File: config.mk
export PLATFORM = sky130hd
export DESIGN_NAME = fetch_stage_flat
export DESIGN_NICKNAME = d
export VERILOG_FILES = /design/src/rtl/core_pkg.sv /design/src/rtl/fetch_stage_if.sv /design/src/rtl/fetch_stage_if_id_reg.sv /design/src/rtl/fetch_stage.sv /design/src/flat_wrapper.sv
export SDC_FILE = /design/constraint.sdc
export NUM_CORES = 1
export LEC_CHECK = 0
export BUFFER_PORTS_ARGS = -buffer_cell sky130_fd_sc_hd__clkbuf_2
export CAP_MARGIN = 10
export CORE_MARGIN = 2
export CORE_UTILIZATION = 40
export DETAILED_ROUTE_END_ITERATION = 7
export PLACE_DENSITY = 0.69
export SLEW_MARGIN = 10
export SYNTH_ARGS = -nofsm -noshare
export SYNTH_HDL_FRONTEND = slang
export SYNTH_SLANG_ARGS = --single-unit
File: constraint.sdc
create_clock -name clk -period 2.01 [get_ports clk]
set_input_delay 0.402 -clock clk [delete_from_list [all_inputs] [get_ports clk]]
set_output_delay 0.402 -clock clk [all_outputs]
set_load 0.02 [all_outputs]
File: src/rtl/core_pkg.sv
// Shared RV32I core definitions: PC-select encodings, the canonical NOP and the reset vector.
package core_pkg;

    localparam logic [31:0] NOP_INSTR        = 32'h0000_0013;
    localparam logic [31:0] RESET_PC_DEFAULT = 32'hBFC0_0000;

    typedef enum logic [1:0] {
        PCSRC_PLUS4  = 2'b00,
        PCSRC_BRANCH = 2'b01,
        PCSRC_JALR   = 2'b10
    } pcsrc_e;

    // Only the two target selects redirect; the reserved code falls back to PC+4.
    function automatic logic is_redirect(input logic [1:0] sel);
        return (sel == PCSRC_BRANCH) || (sel == PCSRC_JALR);
    endfunction

endpackage

File: src/rtl/fetch_stage_if.sv
// Instruction-memory bus between the fetch stage and a combinational-read ROM.
interface fetch_stage_if #(
    parameter int DATA_WIDTH = 32
);
    logic [DATA_WIDTH-1:0] addr;
    logic [DATA_WIDTH-1:0] rdata;

    modport master (output addr, input rdata);
    modport slave  (input addr, output rdata);
endinterface

File: src/rtl/fetch_stage_if_id_reg.sv
// Pipeline stage register (instr, pc, pc+4, valid) with flush-over-stall priority.
module if_id_reg
    import core_pkg::*;
#(
    parameter int DATA_WIDTH = 32
) (
    input  logic                  clk,
    input  logic                  rst_n,
    input  logic                  flush,
    input  logic                  stall,
    input  logic [DATA_WIDTH-1:0] instr_f,
    input  logic [DATA_WIDTH-1:0] pc_f,
    input  logic [DATA_WIDTH-1:0] pcplus4_f,
    output logic [DATA_WIDTH-1:0] instr_d,
    output logic [DATA_WIDTH-1:0] pc_d,
    output logic [DATA_WIDTH-1:0] pcplus4_d,
    output logic                  valid_d
);

    always_ff @(posedge clk or negedge rst_n) begin
        if (!rst_n) begin
            instr_d   <= DATA_WIDTH'(NOP_INSTR);
            pc_d      <= '0;
            pcplus4_d <= '0;
            valid_d   <= 1'b0;
        end else if (flush) begin
            // A bubble must look like a harmless addi x0,x0,0 downstream.
            instr_d   <= DATA_WIDTH'(NOP_INSTR);
            pc_d      <= '0;
            pcplus4_d <= '0;
            valid_d   <= 1'b0;
        end else if (!stall) begin
            instr_d   <= instr_f;
            pc_d      <= pc_f;
            pcplus4_d <= pcplus4_f;
            valid_d   <= 1'b1;
        end
    end

endmodule

File: src/rtl/fetch_stage.sv
// RV32I instruction-fetch stage: PC register, next-PC select and the IF/ID pipeline register.
module fetch_stage
    import core_pkg::*;
#(
    parameter int                    DATA_WIDTH = 32,
    parameter logic [DATA_WIDTH-1:0] RESET_PC   = DATA_WIDTH'(RESET_PC_DEFAULT)
) (
    input  logic                  clk,
    input  logic                  rst_n,
    input  logic                  stall_f,
    input  logic                  flush_d,
    input  logic [1:0]            pcsrc,
    input  logic [DATA_WIDTH-1:0] pc_target,
    input  logic [DATA_WIDTH-1:0] jalr_target,
    fetch_stage_if.master         imem,
    output logic [DATA_WIDTH-1:0] instr_d,
    output logic [DATA_WIDTH-1:0] pc_d,
    output logic [DATA_WIDTH-1:0] pcplus4_d,
    output logic                  valid_d,
    output logic                  misalign_o
);

    logic [DATA_WIDTH-1:0] pc_reg;
    logic [DATA_WIDTH-1:0] pc_next;
    logic [DATA_WIDTH-1:0] pc_plus4;
    logic [DATA_WIDTH-1:0] target_sel;
    logic                  misalign_reg;
    logic                  misalign_next;
    logic                  redirect;

    assign pc_plus4  = pc_reg + DATA_WIDTH'(4);
    assign imem.addr = pc_reg;

    // Redirect beats stall so a taken branch arriving during a load-use stall is not lost.
    always_comb begin
        redirect      = is_redirect(pcsrc);
        target_sel    = (pcsrc == PCSRC_BRANCH) ? pc_target : jalr_target;
        pc_next       = pc_plus4;
        misalign_next = 1'b0;
        if (redirect) begin
            pc_next       = {target_sel[DATA_WIDTH-1:2], 2'b00};
            misalign_next = (target_sel[1:0] != 2'b00);
        end else if (stall_f) begin
            pc_next = pc_reg;
        end
    end

    always_ff @(posedge clk or negedge rst_n) begin
        if (!rst_n) begin
            pc_reg       <= RESET_PC;
            misalign_reg <= 1'b0;
        end else begin
            pc_reg       <= pc_next;
            misalign_reg <= misalign_next;
        end
    end

    assign misalign_o = misalign_reg;

    if_id_reg #(
        .DATA_WIDTH (DATA_WIDTH)
    ) u_if_id (
        .clk       (clk),
        .rst_n     (rst_n),
        .flush     (flush_d),
        .stall     (stall_f),
        .instr_f   (imem.rdata),
        .pc_f      (pc_reg),
        .pcplus4_f (pc_plus4),
        .instr_d   (instr_d),
        .pc_d      (pc_d),
        .pcplus4_d (pcplus4_d),
        .valid_d   (valid_d)
    );

endmodule

File: src/flat_wrapper.sv
// flat-port wrapper written by rule: the top's interface ports become plain ports
module fetch_stage_flat import core_pkg::*;
#(
    parameter int                    DATA_WIDTH = 32,
    parameter logic [DATA_WIDTH-1:0] RESET_PC   = DATA_WIDTH'(RESET_PC_DEFAULT)
)
  (clk, rst_n, stall_f, flush_d, pcsrc, pc_target, jalr_target, instr_d, pc_d, pcplus4_d, valid_d, misalign_o, imem_addr, imem_rdata);
  fetch_stage_if #(.DATA_WIDTH(DATA_WIDTH)) imem_i ();
  input  logic clk;
  input  logic rst_n;
  input  logic stall_f;
  input  logic flush_d;
  input  logic [1:0] pcsrc;
  input  logic [DATA_WIDTH-1:0] pc_target;
  input  logic [DATA_WIDTH-1:0] jalr_target;
  output logic [DATA_WIDTH-1:0] instr_d;
  output logic [DATA_WIDTH-1:0] pc_d;
  output logic [DATA_WIDTH-1:0] pcplus4_d;
  output logic valid_d;
  output logic misalign_o;
  output wire logic [$bits(imem_i.addr)-1:0] imem_addr;
  input wire logic [$bits(imem_i.rdata)-1:0] imem_rdata;
  assign imem_addr = imem_i.addr;
  assign imem_i.rdata = imem_rdata;
  fetch_stage #(.DATA_WIDTH(DATA_WIDTH), .RESET_PC(RESET_PC)) u_core (.clk(clk), .rst_n(rst_n), .stall_f(stall_f), .flush_d(flush_d), .pcsrc(pcsrc), .pc_target(pc_target), .jalr_target(jalr_target), .imem(imem_i), .instr_d(instr_d), .pc_d(pc_d), .pcplus4_d(pcplus4_d), .valid_d(valid_d), .misalign_o(misalign_o));
endmodule
After elaboration in Yosys (flattened, before gate mapping)
Index checks and enable logic that the tools add are counted.
W data, S select, Z words.
{"block": "classes", "mux": 11, "n_reduce_logical": 2, "n_addsub": 1, "n_eq_ne": 4}
{"operator": "$mux W32", "n": 8}
{"operator": "$add A32 B3 Y32 const B", "n": 1}
{"operator": "$ne A2 B1 Y1 const B", "n": 2}
{"operator": "$mux W1", "n": 3}
{"operator": "$eq A2 B1 Y1 const B", "n": 1}
{"operator": "$eq A2 B2 Y1 const B", "n": 1}
{"operator": "$reduce_bool A2 Y1", "n": 1}
{"operator": "$logic_or A1 B1 Y1", "n": 1}
{"block": "totals", "regBits": 130, "input_bits": 102, "output_inout_bits": 130}

Depth between registers and ports, before layout
{"block": "depth", "depth_word": 4, "depth_mapped": 6}

Hierarchy
From an unflattened synthesis, not the netlist that was laid out.
{"block": "hier_totals", "cells_unflattened": 649, "hier_area_um2": 6756.5}
{"mod": "if_id_reg", "instances": 1, "area_per_inst_um2": 3925.0, "cells_per_inst": 313, "seq_area_each_um2": 2431.1}
{"mod": "fetch_stage", "instances": 1, "area_per_inst_um2": 2831.5, "cells_per_inst": 336, "seq_area_each_um2": 787.0}

Worst setup path after synthesis
Ideal clock, no wire load.
{"block": "synth_timing", "path_type": "flip-flop to flip-flop", "start": "register u_core.pc_reg[2], in the netlist u_core.imem.addr[2]", "end": "register u_core.u_if_id.pcplus4_d[20]", "path_stages_with_launch": 7, "setup_slack_ns": -0.316, "t_arrival_ns": 2.227, "n_path_buf": 1, "required_ns": 1.911, "cell_sequence": "dfrtp_1 ha_1 nand4_1 or4_1 buf_2 or4_1 a311oi_1"}
{"block": "synth_via", "elab_chain_len": 3}
{"element": "from (decl)", "line": "fetch_stage.sv:23", "rtl": "logic [DATA_WIDTH-1:0] pc_reg;"}
{"element": "from (signal assigned)", "line": "fetch_stage.sv:53", "rtl": "pc_reg <= pc_next;"}
{"element": "$add A32 B3 Y32", "line": "fetch_stage.sv:31", "rtl": "assign pc_plus4 = pc_reg + DATA_WIDTH'(4);"}
{"element": "$mux W32", "line": "fetch_stage_if_id_reg.sv:32", "rtl": "end else if (!stall) begin"}
{"element": "$mux W32", "line": "fetch_stage_if_id_reg.sv:26", "rtl": "end else if (flush) begin"}
{"element": "to (signal assigned)", "line": "fetch_stage_if_id_reg.sv:35", "rtl": "pcplus4_d <= pcplus4_f;"}
{"element": "to (decl)", "line": "fetch_stage_if_id_reg.sv:16", "rtl": "output logic [DATA_WIDTH-1:0] pcplus4_d,"}
No other way between the ends. The select of a mux whose other input is x is not followed.
A chain may end at the register's enable or synchronous reset.

Worst setup path after layout
{"block": "layout_timing", "start": "register u_core.pc_reg[3], in the netlist u_core.imem.addr[3]", "end": "register u_core.u_if_id.pcplus4_d[24]"}
The elaborated chain is that of the path after synthesis.

==> results.md <==
- Core Area: about 16,000 µm²
- Number of standard cells after synthesis: 660
- LEAKAGE: 4.28 nW
- Post-CTS clock slew at the launch and capture registers of the worst setup and hold paths: 60 ps
- Final setup viols: 1
- Maximum vdd ir drop: 0.670 mV
- Post-synthesis cell area: 6470 µm²
- Post-route cell area: 9010 µm²
- Power Dens Cells: 924 nW/µm²
- Result of the run: finished with violations
- Initial antenna violation count: 0
- Leading cell type in the layout, fill and taps excluded: clkbuf_2
- Signed area change from the synthesized netlist to the final layout: 39.3%
- First-pass GRT wire length: 32,800 µm
- Max_slew headroom: 61.5%
- Fmax achieved: 480 MHz
- Placement Cell Area: roughly 8300 µm²
- Final count of pins violating max slew: 0
- Count of antenna diodes in the layout: 0
- Transition time at the pin with the least slew margin: 577 ps
- Drc violations: 0
- Number of filler cells placed in the layout: between 1,000 and 1,500
- Initial detailed-routing violation count: 459
- Final estimated routing congestion in global placement: 0.878
- Setup repair after global routing missed its margin: true
- Post-route total power: ~8.3 mW
- Die Span X: 131 µm
- Routed wire length: 20,800 µm
- Source-to-sink clock delay at the later pin of the worst-skew pair: 420 ps
- TritonCTS clock tree: built
- Bufs on Longest Clock Path: 2
- Type of the worst min-delay path: in2reg
- Final core utilization: 57.0%
- Drt first pass iters: 6
- Flip-flop and latch count after synthesis: 125
- Vias in the first global route: about 6,000
- Highest-count cells in the layout ignoring fill and taps: clkbuf_2 (226), dfrtp_1 (95), nor2_1 (93)
- Ratio of final minimum period to clock period: 104%
- Data arrival, critical path: about 2400 ps
- Final #Nets: 1,028
- Worst setup margin: -72.6 ps
- Residual antenna-violating net count after detailed routing: 0
- Root Buffer Master: clkbuf_16
- Number of enable-type register cells in the synthesized netlist: 0
- Crit path launch type: flip-flop
- Routed len/inst: 18.0 µm
- Area of the die: ~17,000 µm²
- Failing checks: setup timing
- Std cell rows: between 40 and 50
- Total of buffers placed on input and output ports: 229
- Total clock sinks: 125
- Worst Setup Path Type: reg2reg
- Total area of sequential cells: 3170 µm²
- Layout cells sized above 1: approximately two fifths
- Synthesis Warnings: 0
- Dominant register cell in the synthesized netlist: dfrtp_1
- Required time reported for the critical path endpoint: around 2300 ps
- Post-Synthesis Mean Instance Area: between 9 and 10 µm²
- Fraction of the yosys area taken by sequential cells: between 40% and 50%
- Distinct cells, synth: 48
- Placed wire-length estimate: between 15,000 and 20,000 µm
- Ports: 232
- Die span in y: 131 µm
- Worst-path maximum fanout: 7
- Overflow after GRT: 0
- Maximum number of pins on one net before global-route repair: 59
- Hold Fails Final Rpt: 0
- Clock period minus final worst setup slack: 2080 ps
- Starting density of the core: between 40% and 50%
- Total of max-cap violations: 0
- H-tree depth: 4
- Global router's overall resource usage: 24.2%
- Ys async rst share: 100%
- Via count: 6,174
- Via-per-instance ratio: 5.35
- Multi-input gate area in the final layout: 3050 µm²
- CP Capture Type: flip-flop
- Number of CTS-inserted buffers: 17
- Clock tree skew after final layout: roughly 12 ps
per-stage QoR:
| stage | hold slack (ps) | instances | worst slack (ps) | setup TNS, ps |
|---|---|---|---|---|
| 6_report | 221 | 1153 | -72.6 | -72.6 |
| 3_3_place_gp | 361 | 1114 | -9.10 | -9.10 |
| 3_5_place_dp | 368 | 1114 | -16.3 | -16.4 |
| 2_1_floorplan | 106 | 661 | -72.4 | -356 |
| 4_1_cts | 208 | 1149 | -15.4 | -15.4 |
| 5_1_grt | 208 | 1153 | -139 | -521 |
cells by family after synthesis:
group,Yosys count,share of synthesized area (%)
simple gates,239,19.4
compound gates,130,13.9
flops,125,48.6
buf+inv,80,5.33
mux,59,9.14
xor+xnor,24,3.25
fa+ha+maj,2,0.386
other cells,1,0.0579
sequential cells by signal (all words and copies together) (netlist names):
register,flops
u_core.imem.addr,30
u_core.misalign_o,1
u_core.u_if_id.instr_d,32
u_core.u_if_id.pc_d,31
u_core.u_if_id.pcplus4_d,30
u_core.u_if_id.valid_d,1
cells in the mapped netlist (2+ instances only):
cell type    n  area [µm²]
clkbuf_1    44         165
or2_2        2        12.5
a31oi_1     18         113
a21oi_1     21         105
or4_1       19         143
and3_1       2        12.5
nor2b_1     31         194
buf_4        6        45.0
or2_1        3        18.8
a21o_1       2        15.0
o41ai_1      2        17.5
nand4b_1     3        26.3
a2111oi_0    2        17.5
a211o_1      3        26.3
xnor2_1     20         175
inv_1        9        33.8
a221oi_1     2        17.5
xor2_1       4        35.0
nand3_1      6        30.0
nor2_1      93         349
buf_2       18        90.1
nor4_1       9        56.3
a311oi_1    13         114
mux2i_1     58         581
nand2_1     23        86.3
or3_1       11        68.8
and4_1       3        26.3
o21ai_1     12        60.1
dfrtp_1    113        2830
nand4_1     18         113
a211oi_1    37         278
ha_1         2        25.0
o31ai_1     17         128
nand2b_1     4        25.0
nor3_1       5        25.0
dfstp_2     12         315
buf_1        2        7.51
critical path, stage by stage, from the launching register on:
cell and delay (ps):
dfrtp_2 380, ha_4 130, nand4_1 140, or4_4 580, or4_4 510, a311oi_2 250
final cells by class:
cell class | instances | area share (%)
inverter | 10 | 0.416
tap | 216 | 3.00
sequential | 125 | 35.1
clock buffer | 25 | 5.16
clock inverter | 7 | 1.28
multi-input combinational | 456 | 33.8
timing repair buffer | 314 | 21.2
final timing paths:
path	start	to	slack (ps)	cells past startpoint
setup / recovery	u_core.imem.addr[3]	u_core.u_if_id.pcplus4_d[24]	-70	5
min in group asynchronous	rst_n	u_core.u_if_id.pcplus4_d[20]	490	2
setup reg to reg	u_core.imem.addr[3]	u_core.u_if_id.pcplus4_d[24]	-70	5
hold reg to reg	u_core.u_if_id.pc_d[29]	u_core.u_if_id.pc_d[29]	510	2
max in group asynchronous	rst_n	u_core.u_if_id.instr_d[0]	860	3
hold / removal	imem_rdata[7]	u_core.u_if_id.instr_d[7]	220	3
where the power goes:
part           internal, mW  total, mW  leakage [nW]  switching (mW)
registers              2.82       3.06          1.56           0.240
logic                 0.869       2.20          2.45            1.33
clock network          1.98       3.07         0.275            1.09
routing by layer:
metal	wire length [µm]	track usage (%)	vias up
li1	-	-	2918
met1	9120	31.9	2959
met2	9700	38.5	268
met3	1600	7.83	29
met4	381	6.82	0
met5	0	0	-
what timing repair did:
action,in CTS,in global routing
hold buffers,1,0
pin swaps,0,9
resized for setup,1,8
buffers inserted,2,4
endpoints found under the hold margin,33,0
setup endpoints to repair,2,18
Power figures use the tool's default switching activity.
